===== config.mk =====
export PLATFORM = sky130hd
export DESIGN_NAME = adder_result_sink
export DESIGN_NICKNAME = d
export VERILOG_FILES = /design/src/rtl/adder_pkg.sv /design/src/rtl/sync_fifo.sv /design/src/rtl/adder_result_sink.sv
export SDC_FILE = /design/constraint.sdc
export NUM_CORES = 1
export LEC_CHECK = 0
export CELL_PAD_IN_SITES_DETAIL_PLACEMENT = 2
export CELL_PAD_IN_SITES_GLOBAL_PLACEMENT = 2
export CORE_MARGIN = 2
export CORE_UTILIZATION = 46
export DETAILED_ROUTE_END_ITERATION = 16
export DONT_BUFFER_PORTS = 1
export HOLD_SLACK_MARGIN = 0.05
export PLACE_DENSITY_LB_ADDON = 0.25
export SLEW_MARGIN = 20
export SYNTH_ARGS = -nofsm -noshare
export SYNTH_HDL_FRONTEND = slang
export SYNTH_SLANG_ARGS = --single-unit

===== constraint.sdc =====
create_clock -name clk -period 5.1 [get_ports clk]
set_input_delay 0 -clock clk [delete_from_list [all_inputs] [get_ports clk]]
set_output_delay 0 -clock clk [all_outputs]
set_load 0.02 [all_outputs]

===== src/rtl/adder_pkg.sv =====
// Types and widths shared by the half-adder and its result sink.
package adder_pkg;
  localparam int SUM_W         = 10;
  localparam int ACC_W_DEFAULT = 16;
  localparam int DROP_CNT_W    = 8;

  typedef logic [SUM_W-1:0] sum_t;
endpackage


===== src/rtl/sync_fifo.sv =====
// Registered first-word fall-through FIFO with extra-MSB pointers.
module sync_fifo #(
  parameter int DATA_W = 10,
  parameter int DEPTH  = 4
) (
  input  logic                       clk,
  input  logic                       rst_n,
  input  logic                       push,
  input  logic [DATA_W-1:0]          wdata,
  input  logic                       pop,
  output logic [DATA_W-1:0]          rdata,
  output logic                       full,
  output logic                       empty,
  output logic [$clog2(DEPTH+1)-1:0] level
);
  localparam int AW = $clog2(DEPTH);
  localparam int PW = AW + 1;
  localparam int LW = $clog2(DEPTH+1);

  logic [DATA_W-1:0] mem [DEPTH];
  logic [PW-1:0]     wr_ptr;
  logic [PW-1:0]     rd_ptr;
  logic [PW-1:0]     diff;

  // Storage carries no reset; only the pointers define what is valid.
  always_ff @(posedge clk) begin
    if (push) mem[wr_ptr[AW-1:0]] <= wdata;
  end

  always_ff @(posedge clk or negedge rst_n) begin
    if (!rst_n) begin
      wr_ptr <= '0;
      rd_ptr <= '0;
    end else begin
      if (push) wr_ptr <= wr_ptr + 1'b1;
      if (pop)  rd_ptr <= rd_ptr + 1'b1;
    end
  end

  assign empty = (wr_ptr == rd_ptr);
  assign full  = (wr_ptr[AW] != rd_ptr[AW]) && (wr_ptr[AW-1:0] == rd_ptr[AW-1:0]);
  assign diff  = wr_ptr - rd_ptr;
  assign level = LW'(diff);
  // Empty reads return zero so the output bus is clean out of reset.
  assign rdata = empty ? '0 : mem[rd_ptr[AW-1:0]];
endmodule


===== src/rtl/adder_result_sink.sv =====
// Elastic receive point for the adder stream: FIFO, saturating total, drop accounting.
module adder_result_sink
  import adder_pkg::*;
#(
  parameter int DATA_W = SUM_W,
  parameter int DEPTH  = 4,
  parameter int ACC_W  = ACC_W_DEFAULT
) (
  input  logic                       clk,
  input  logic                       rst_n,
  input  logic [DATA_W-1:0]          sum_in,
  input  logic                       sum_valid,
  output logic [DATA_W-1:0]          m_data,
  output logic                       m_valid,
  input  logic                       m_ready,
  input  logic                       clr,
  output logic [$clog2(DEPTH+1)-1:0] level,
  output logic [ACC_W-1:0]           acc,
  output logic                       acc_sat,
  output logic                       drop,
  output logic [DROP_CNT_W-1:0]      drop_cnt
);
  localparam int AW1 = ACC_W + 1;

  logic full_p0;
  logic empty_p0;
  logic pop_p0;
  logic push_p0;
  logic drop_p0;
  logic [AW1-1:0] acc_sum_p0;

  // Returns {clamped, value}.
  function automatic logic [AW1-1:0] sat_add(input logic [ACC_W-1:0] a,
                                             input logic [DATA_W-1:0] b);
    logic [AW1-1:0] s;
    s = {1'b0, a} + AW1'(b);
    if (s[ACC_W]) return {1'b1, {ACC_W{1'b1}}};
    return s;
  endfunction

  function automatic logic [DROP_CNT_W-1:0] sat_inc(input logic [DROP_CNT_W-1:0] c);
    return (&c) ? c : c + 1'b1;
  endfunction

  sync_fifo #(.DATA_W(DATA_W), .DEPTH(DEPTH)) u_fifo (
    .clk   (clk),
    .rst_n (rst_n),
    .push  (push_p0),
    .wdata (sum_in),
    .pop   (pop_p0),
    .rdata (m_data),
    .full  (full_p0),
    .empty (empty_p0),
    .level (level)
  );

  // Stage p0: qualify the incoming beat against FIFO state and this cycle's pop.
  assign m_valid    = !empty_p0;
  assign pop_p0     = m_valid && m_ready;
  assign push_p0    = sum_valid && (!full_p0 || pop_p0);
  assign drop_p0    = sum_valid && full_p0 && !pop_p0;
  assign acc_sum_p0 = sat_add(acc, sum_in);

  // Stage p1: registered statistics.
  always_ff @(posedge clk or negedge rst_n) begin
    if (!rst_n) begin
      acc      <= '0;
      acc_sat  <= 1'b0;
      drop     <= 1'b0;
      drop_cnt <= '0;
    end else begin
      drop <= drop_p0;
      if (clr) begin
        acc      <= push_p0 ? ACC_W'(sum_in) : '0;
        acc_sat  <= 1'b0;
        drop_cnt <= drop_p0 ? DROP_CNT_W'(1) : '0;
      end else begin
        if (push_p0) begin
          acc     <= acc_sum_p0[ACC_W-1:0];
          acc_sat <= acc_sat | acc_sum_p0[ACC_W];
        end
        if (drop_p0) drop_cnt <= sat_inc(drop_cnt);
      end
    end
  end
endmodule


### After elaboration in Yosys (flattened, before gate mapping)

Memory sizes are Yosys's and may differ from the RTL's.
Index checks and enable logic that the tools add are counted.

| storage, ports and cells | value |
|---|---|
| flip-flop bits (word level) | 32 |
| RAM bits | 40 |
| ROM bits | 0 |
| output and inout bits | 40 |
| latch bits | 0 |
| input port bits | 15 |
| memories kept | 1 |

| operators by class | value |
|---|---|
| $mul | 0 |
| reduce and logical (&&, ||, !) cells | 13 |
| bitwise logic cells | 1 |
| shift operators | 0 |
| muxes and demuxes | 15 |
| order comparisons | 0 |
| add/sub/neg operators | 5 |
| divide/modulo/power cells | 0 |
| eq/ne operators | 4 |

Memories:

| memory | depth | width | rd ports | clocked after memory_dff | wr ports | line | source |
|---|---|---|---|---|---|---|---|
| u_fifo.mem | 4 | 10 | 1 | 0 | 1 | sync_fifo.sv:20 | `logic [DATA_W-1:0] mem [DEPTH];` |

Operator list:

| kind | count |
|---|---|
| 17-bit two-way mux | 2 |
| 16-bit two-way mux | 2 |
| 8-bit two-way mux | 3 |
| 10-bit two-way mux | 2 |
| 16-bit by 10-bit adder with 17-bit output | 1 |
| 8-bit by 1-bit adder with 8-bit output (second input constant) | 1 |
| 8-bit AND reduction | 1 |
| 3-bit by 1-bit adder with 3-bit output (second input constant) | 2 |
| 1-bit two-way mux | 6 |
| 1-bit logical AND | 5 |
| 2-bit nonzero test | 2 |
| 3-bit == test | 1 |
| 1-bit zero test | 3 |
| 3-bit subtractor | 1 |
| 2-bit == test | 1 |
| 2-bit != test (second input constant) | 1 |
| 2-bit AND reduction | 1 |
| 1-bit logical OR | 1 |
| 1-bit != test | 1 |
| 1-bit OR | 1 |

### Depth between registers and ports, before layout

Gate-level depths: netlist of run 1.

| depth | value |
|---|---|
| word-level depth | 7 |
| depth in mapped cells | 9 |
| gate-level depth less buffers | 8 |

### Cells and area by module

From an unflattened synthesis of run 1, not the netlist that was laid out.

| second synthesis, totals | value |
|---|---|
| cell total of the unflattened synthesis | 294 |
| area total of the unflattened synthesis | 3719.8 um^2 |

By module, submodules not included:

| module | area an instance (um^2) | cells an instance | sequential area each (um^2) | instances |
|---|---|---|---|---|
| sync_fifo | 1923.1 | 101 | 1351.3 | 1 |
| adder_result_sink | 1796.7 | 193 | 650.6 | 1 |

### Least setup slack after synthesis of run 1

OpenSTA, ideal clock, no wires.

| path | value |
|---|---|
| path type | register -> register |
| from | reg u_fifo.rd_ptr[1] |
| to | mem u_fifo.mem[0][0], enable pin |
| required time | 4757 ps |
| slack | 2449 ps |
| data arrival time | 2308 ps |
| buffers on the path | 2 |
| cell stages (with the launch flop) | 8 |
| cell sequence | dfrtp_1 buf_1 inv_1 ha_1 and3b_1 a21boi_1 clkbuf_1 and2_1 |

| on the way | value |
|---|---|
| longest elaborated chain between the ends | 7 |
| elaborated cells between the ends (all ways) | 10 |
| those cells by class | eq/ne: 2; mux: 2; reduce/logical: 6 |

RTL lines:

| what | line | source |
|---|---|---|
| start: declaration | sync_fifo.sv:22 | `logic [PW-1:0] rd_ptr;` |
| start signal: assignment | sync_fifo.sv:36 | `if (pop) rd_ptr <= rd_ptr + 1'b1;` |
| 3-bit == test or 2-bit == test (tied branches) | sync_fifo.sv:40, sync_fifo.sv:41 |  |
| 1-bit zero test or 1-bit logical AND (tied branches) | adder_result_sink.sv:58, sync_fifo.sv:41 |  |
| 1-bit logical AND or 1-bit zero test (tied branches) | adder_result_sink.sv:59, adder_result_sink.sv:60 |  |
| 1-bit logical OR (*) | adder_result_sink.sv:60 | `assign push_p0 = sum_valid && (!full_p0 \|\| pop_p0);` |
| 1-bit logical AND (*) | adder_result_sink.sv:60 |  |
| 1-bit two-way mux (*) | sync_fifo.sv:27 | `if (push) mem[wr_ptr[AW-1:0]] <= wdata;` |
| 1-bit two-way mux (not written as such) (*) | sync_fifo.sv:27 |  |
| end: declaration | sync_fifo.sv:20 |  |

Mark *: on every way between the ends. The rest lies on a longest branch, timed or not.

### Worst setup path after layout of run 1

| path | value |
|---|---|
| from | reg u_fifo.rd_ptr[1] |
| to | reg drop_cnt[7] |

| on the way | value |
|---|---|
| longest elaborated chain between the ends | 7 |
| elaborated cells between the ends (all ways) | 10 |
| those cells by class | eq/ne: 2; reduce/logical: 8 |

RTL lines:

| what | line | source |
|---|---|---|
| 3-bit == test | sync_fifo.sv:40 | `assign empty = (wr_ptr == rd_ptr);` |
| 1-bit zero test | adder_result_sink.sv:58 | `assign m_valid = !empty_p0;` |
| 1-bit logical AND | adder_result_sink.sv:59 | `assign pop_p0 = m_valid && m_ready;` |
| 1-bit zero test | adder_result_sink.sv:61 | `assign drop_p0 = sum_valid && full_p0 && !pop_p0;` |
| 1-bit logical AND (*) | adder_result_sink.sv:61 |  |
| 2-bit nonzero test (no source line) (*) | n/a |  |
| 2-bit AND reduction (no source line) (*) | n/a |  |
| end signal: assignment | adder_result_sink.sv:76 | `drop_cnt <= drop_p0 ? DROP_CNT_W'(1) : '0;` |
| end signal: assignment | adder_result_sink.sv:82 | `if (drop_p0) drop_cnt <= sat_inc(drop_cnt);` |
| end: declaration | adder_result_sink.sv:21 | `output logic [DROP_CNT_W-1:0] drop_cnt` |

Marked as above.
A chain may end at the register's enable or synchronous reset.

==> run metrics, run 1 <==
# diodes 0; # IOs 55; fillers roughly 810; Worst setup EP type flop; DP HPWL 7640 um; Flop pwr share around 38%; EDFF count, synth 40; # port buffers 0; vias in the first global route roughly 3200; All-Layer GR Usage just over 30%; Die Y ~95 um; post-route design area ~4300 um^2; R2R Path End drop_cnt[7]; Setup crit end drop_cnt[7]; CTS tree built; # setup viols final 0; NetSw approximately 0.0011 W; Worst EP required 5.40 ns; Clock transition at path regs around 0.090 ns; Skew-Pair Late Insertion Delay roughly 0.37 ns; total negative slack 0 ns; initial antenna violation count 0; peak supply drop about 0.21 mV; CTS H-tree lvls 3; Max-slew headroom ~28%; Overflow after GRT 0; Lkg Pwr between 1.5 and 2 nW; CTS Root Buffer Type clkbuf_8; final hold viol count 0; first-pass GRT wire length between 15000 and 20000 um; path type of the worst min-delay path in2async; fmax approximately 0.32 GHz; drt pass-1 iters 4; largest net degree at the start of global routing 33; CTS Sinks 72; crit share post-route 61.8%; # rows 33; Clk pwr share a little over a fifth; Residual DRC 0; RSZ-0062 raised after global routing no; commonest non-fill, non-tap cell in the layout edfxtp_1; max-cap violations 0; register area between 2000 and 2500 um^2; nets@finish 366; Worst setup startpoint u_fifo.rd_ptr[1]; Layout Skew around 0.013 ns; Placer Congestion 0.818; Yosys reg bits 72; die area about 9000 um^2; antenna viol nets, final 0; Worst Path Class, Setup reg2reg; Syn Nets 349; Via density between 6 and 7; Starting Density a little under half; Comb pwr share 41.3%; synthesized instance count around 310; CP startpoint kind flop; worst-case reg-to-reg path depth 7; Most used DFF post-synth edfxtp_1; Worst Tran Pin Value around 1.1 ns; syn avg cell area roughly 12 um^2; layout cell share with drive strength beyond 1 under 10%; dominant cell type by area after synthesis edfxtp_1; clk buf depth 2; CP Data Arrival Time 3.45 ns; Int Power 0.00139 W; most frequent cells in the layout 40 x edfxtp_1, 32 x dfrtp_1, 24 x o21ai_0; Pwr Density about 580 nW/um^2; Num CTS Buffers 9; DR iter-0 viols between 200 and 250; status completed; post-synth top area share a little under a third; Multi-input gate area between 1500 and 2000 um^2; CORE AREA just over 8000 um^2; FF-to-FF setup slack approximately 1.9 ns; Synth async-reset ratio roughly 44%; Tmin final around 3.2 ns; placed standard-cell area about 3900 um^2; synthesis-to-finish area growth 13.0%; Wirelength per Cell ~29 um; CP max FO 14; sw frac 44.2%; RR Startpoint u_fifo.rd_ptr[1]; routed vias between 2000 and 3000; Seq/Total Area, Yosys roughly 53%; Cell Area, Synth about 3800 um^2; Ys Warns 0; DRT Wirelength 12600 um; max-slew violations 0; die width ~95 um; synth top area cells edfxtp_1 32%, dfrtp_1 21%, ha_1 5.9%; Synth cell types 55
## stage by stage
stage | hold slack, ns | total power (W) | std cells | utilization [%] | setup WS, ns
4_1_cts | 0.0967 | 0.00245 | 441 | 52.9 | 1.76
3_3_place_gp | -0.295 | 0.00181 | 409 | 48.1 | 1.99
2_1_floorplan | -0.296 | 0.00165 | 314 | - | 2.45
6_report | 0.0828 | 0.00249 | 441 | 53.0 | 1.95
5_1_grt | 0.0767 | 0.00261 | 441 | 53.0 | 1.80
3_5_place_dp | -0.295 | 0.00188 | 409 | 48.1 | 1.81
## layout make-up
class | instances | share of cell area, %
Clock buffer | 10 | 2.97
Clock inverter | 6 | 2.16
Tap cell | 105 | 3.06
Sequential cell | 72 | 46.7
Inverter | 15 | 1.31
Timing Repair Buffer | 17 | 4.14
Multi-Input combinational cell | 216 | 39.7
## synthesized netlist by cell type, drive strengths merged, types with 2 or more instances
cell type,instances
a21oi,15
o211ai,3
o21bai,2
nand3,18
and3,5
mux4,10
buf,3
nor3,2
nor2,12
or3,2
o21ai,24
edfxtp,40
dfrtp,32
a21o,7
xnor2,8
o21a,4
ha,18
and2,17
nand4,7
fa,2
xor2,9
a221oi,3
nand2,9
inv,15
clkbuf,8
a211oi,10
a41oi,2
or4,3
a311oi,2
## metal layers
| metal | GRT usage, % | up-vias | wire length (um) |
|---|---|---|---|
| met3 | 7.26 | 21 | 746 |
| met5 | 0 | - | 0 |
| met1 | 37.9 | 1471 | 5020 |
| li1 | - | 1236 | - |
| met2 | 51.4 | 111 | 6540 |
| met4 | 9.66 | 0 | 267 |
## how the worst min path moves through the flow
stage                         start                to  depth (start not counted)
after floorplan               rst_n            acc[0]                          0
after global placement        rst_n            acc[5]                          0
after detailed placement      rst_n            acc[5]                          0
after CTS                     rst_n            acc[7]                          2
after global routing      sum_valid  u_fifo.wr_ptr[0]                          2
final                         rst_n            acc[3]                          2
## flip-flops by register name, summed over array words and instances, names as in the netlist
register       flops
u_fifo.mem        40
acc_sat            1
u_fifo.wr_ptr      3
drop_cnt           8
acc               16
u_fifo.rd_ptr      3
drop               1
## worst max-delay path, stage by stage (launching register included)
cell,delay [ns]
dfrtp_1,0.74
inv_1,0.10
ha_1,0.34
and3b_1,0.28
nand3_1,0.24
or4_1,0.62
a21oi_1,0.18
dlygate4sd3_1,0.57
## timing repair
action / in CTS / in global routing
hold buffers: 16 / 0
hold endpoints to repair: 98 / 0
resized for setup: 0 / 0
buffers inserted: 0 / 0
## logic make-up (layout without fill, tap and decap cells)
logic type               count (synthesis)  in the layout  synth area share, %
buffers and inverters                   26             48                 2.70
flip-flops                              72             72                 52.7
AO/OA/AOI/OAI                           85             85                 15.3
adder cells (fa/ha/maj)                 20             20                 6.99
AND/OR/NAND/NOR                         82             82                 11.9
multiplexers                            12             12                 6.49
XOR/XNOR                                17             17                 3.92
## power by group through the flow
stage / clock network [W] / registers, W / logic [W]
after global placement: 0 / 0.000917 / 0.000893
after global routing: 0.000550 / 0.000948 / 0.00111
after detailed placement: 0 / 0.000934 / 0.000948
final: 0.000528 / 0.000932 / 0.00103
after CTS: 0.000522 / 0.000925 / 0.00101
after floorplan: 0 / 0.000853 / 0.000798
(Power assumes the default switching activity.)
==> inputs of run 2 (changes only) <==
ABC_AREA = 1   (was not set)
CORE_UTILIZATION = 34   (was 46)
clock period = 2.8 ns   (was 5.1 ns; I/O delays follow)
==> run 2 against run 1 <==
Against the previous run: non-clock buffer count up 18; routed wire length up 5.7%; die area up 45%; critical path depth up 1; global-route usage down 8.1 points; cell count up 56%; sequential share of layout area down 6.0 points; area after synthesis up 8.6%; clock power rose to 2.8 times the previous value; core utilization down 12 points.
==> run metrics, run 2 <==
CP max stage delay 0.41 ns (-0.33 ns); Final Power 0.00523 W (+110%); DP HPWL 9390 um (+23%); Residual DRC 0 (unchanged); Num CTS Buffers 9 (unchanged); fmax approximately 0.4 GHz; Worst Tran Pin Value 0.626 ns (-0.448 ns); Worst setup EP type output port; Starting Density 34.6% (-12 points); CTS tree built; synthesis-to-finish area growth 19.4%; grt met2 use 39.8% (-12 points); initial antenna violation count 0 (unchanged); # IOs 55 (unchanged); die width 114 um (+20%); antenna viol nets, final 0 (unchanged); drt pass-1 iters 4 (unchanged); most common cell in the synthesized netlist nand2_1; Slowest-stage cell, CP clkinv_1; peak supply drop 0.306 mV (+44%); CP max FO 10 (-4); Pwr Density 1060 nW/um^2 (+83%); routed vias 3517 (+24%); Lkg Pwr 2.30 nW (+38%); Syn Nets 538 (+54%); Seq/Total Area, Yosys 48.5% (-4.2 points); crit share post-route around nine tenths; largest net degree at the start of global routing 33 (unchanged); CP startpoint kind flop; nets@finish 571 (+56%); dominant cell type by area after synthesis edfxtp_1; clk buf depth 2 (unchanged); Placer Congestion 0.770 (-5.9%); Tmin final 2.48 ns; worst slack, placed 0.599 ns (-1.21 ns); Worst EP required 2.80 ns (-2.60 ns); Cell Area, Synth 4120 um^2 (+8.6%); post-route design area 4930 um^2 (+15%); placed standard-cell area 4390 um^2 (+13%); Worst Path Class, Setup reg2out; DR iter-0 viols 104 (-55%); path type of the worst min-delay path in2reg; delay-heaviest family, CP buffers and inverters; CP Data Arrival Time 2.48 ns (-0.97 ns); Ys Warns 0 (unchanged); DRT Wirelength 13300 um (+5.7%); total negative slack 0 ns (unchanged); synth top area cells edfxtp_1 29%, dfrtp_1 19%, nand2_1 11%; Yosys reg bits 72 (unchanged); Layout Skew 0.00438 ns (-0.00851 ns); gr busiest metal met2; Clock transition at path regs 0.06 ns (-0.03 ns); max-cap violations 0 (unchanged); die area 13000 um^2 (+45%); Largest register FFs 40 (unchanged); met3 Usage GRT 5.66% (-1.6 points); Hold WS 0.0744 ns (-0.00846 ns); post-synth top area share 29.1% (-2.5 points); max-slew violations 0 (unchanged); CTS Sinks 72 (unchanged); Via density 5.11 (-21%); commonest non-fill, non-tap cell in the layout nand2_1; Synth async-reset ratio 44.4% (unchanged); most frequent cells in the layout 122 x nand2_1, 89 x nor2_1, 54 x inv_1; Wirelength per Cell 19.3 um (-32%); CTS H-tree lvls 3 (unchanged); Skew-Pair Late Insertion Delay 0.34 ns (-0.03 ns); slack of the critical path 0.316 ns (-1.63 ns); CORE AREA 11900 um^2 (+47%); Most used DFF post-synth edfxtp_1; # rows 40 (+21%); # diodes 0 (unchanged); most frequent cells after synthesis 122 x nand2_1, 89 x nor2_1, 54 x inv_1, 40 x edfxtp_1; All-Layer GR Usage 22.1% (-8.1 points); EDFF count, synth 40 (unchanged); # setup viols final 0 (unchanged); Overflow after GRT 0 (unchanged); # port buffers 0 (unchanged); layout cell share with drive strength beyond 1 10.5% (+0.71 points); CTS Root Buffer Type clkbuf_16; vias in the first global route 3944 (+25%); met1 Track Usage GR 25.4% (-13 points); crit path buf inv count 4 (+2); first-pass GRT wire length 21800 um (+13%); RSZ-0062 raised after global routing no; status completed; syn avg cell area 8.20 um^2 (-32%); Die Y 114 um (+20%); Synth cell types 35 (-36%); crit-path cells inv_1 > ha_1 > nand2_1 > inv_1 > nand2_1 > clkinv_1 > a21oi_1 > buf_4; final hold viol count 0 (unchanged); synthesized instance count 503 (+60%); Max-slew headroom 58.2% (+30 points)
-- run 2: through the flow --
step                std cells  util [%]
finish                    688      41.4
global route              688      41.4
CTS                       688      41.4
detailed placement        656      36.8
global placement          656      36.8
floorplan                 503         -
-- run 2: worst reg2reg max path: stages, from the launching register on --
cell     delay (ns)
dfrtp_1        0.49
ha_1           0.27
fa_1           0.39
nand2_1        0.10
nand2_1        0.10
nand3_1        0.13
nand2_1        0.09
nand2_1        0.13
nand2_4        0.15
o21ai_0        0.21
nand2_1        0.08
-- run 2: path summary, 6_finish.rpt --
check / from / end / slack, ns / cells past startpoint
min in group asynchronous: rst_n / acc[13] / 0.14 / 2
max reg2reg: acc[0] / acc[6] / 0.56 / 10
max: u_fifo.wr_ptr[0] / m_data[9] / 0.32 / 8
max in group asynchronous: rst_n / acc[4] / 2.47 / 2
min: sum_in[1] / acc[1] / 0.07 / 4
min reg2reg: u_fifo.wr_ptr[2] / u_fifo.wr_ptr[2] / 0.55 / 1
-- run 2: where the power goes --
| part | leakage, nW | total (W) | internal [W] | switching (W) |
|---|---|---|---|---|
| logic | 1.34 | 0.00216 | 0.000716 | 0.00144 |
| clock network | 0.180 | 0.00146 | 0.000965 | 0.000497 |
| registers | 0.784 | 0.00160 | 0.00136 | 0.000242 |
-- run 2: per-layer routing --
metal	share of wire, %	vias up	wire length, um
li1	-	1679	-
met1	41	1769	5510
met2	53	50	6990
met3	4.1	19	549
met4	1.7	0	231
met5	0	-	0
-- run 2: cells by family (layout without fill, tap and decap cells) --
group                    count (synthesis)  after routing  synth area share (%)
AND/OR/NAND/NOR                        270            270                  27.6
flip-flops                              72             72                  48.5
buffers and inverters                   70            108                  6.70
AO/OA/AOI/OAI                           60             60                  8.34
adder cells (fa/ha/maj)                 20             20                  6.43
XOR/XNOR                                11             11                  2.34
-- run 2: area by class of cell --
type                            count  area (um^2)
Sequential cell                    72         2000
Timing Repair Buffer               35          313
Clock inverter                      7          143
Inverter                           57          214
Clock buffer                        9          225
Fill cell                        1344         6990
Multi-Input combinational cell    361         1850
Tap cell                          147          184
-- run 2: timing repair --
action	CTS	global route
resized for setup	0	0
hold buffers	16	0
buffers inserted	0	0
hold endpoints to repair	103	0
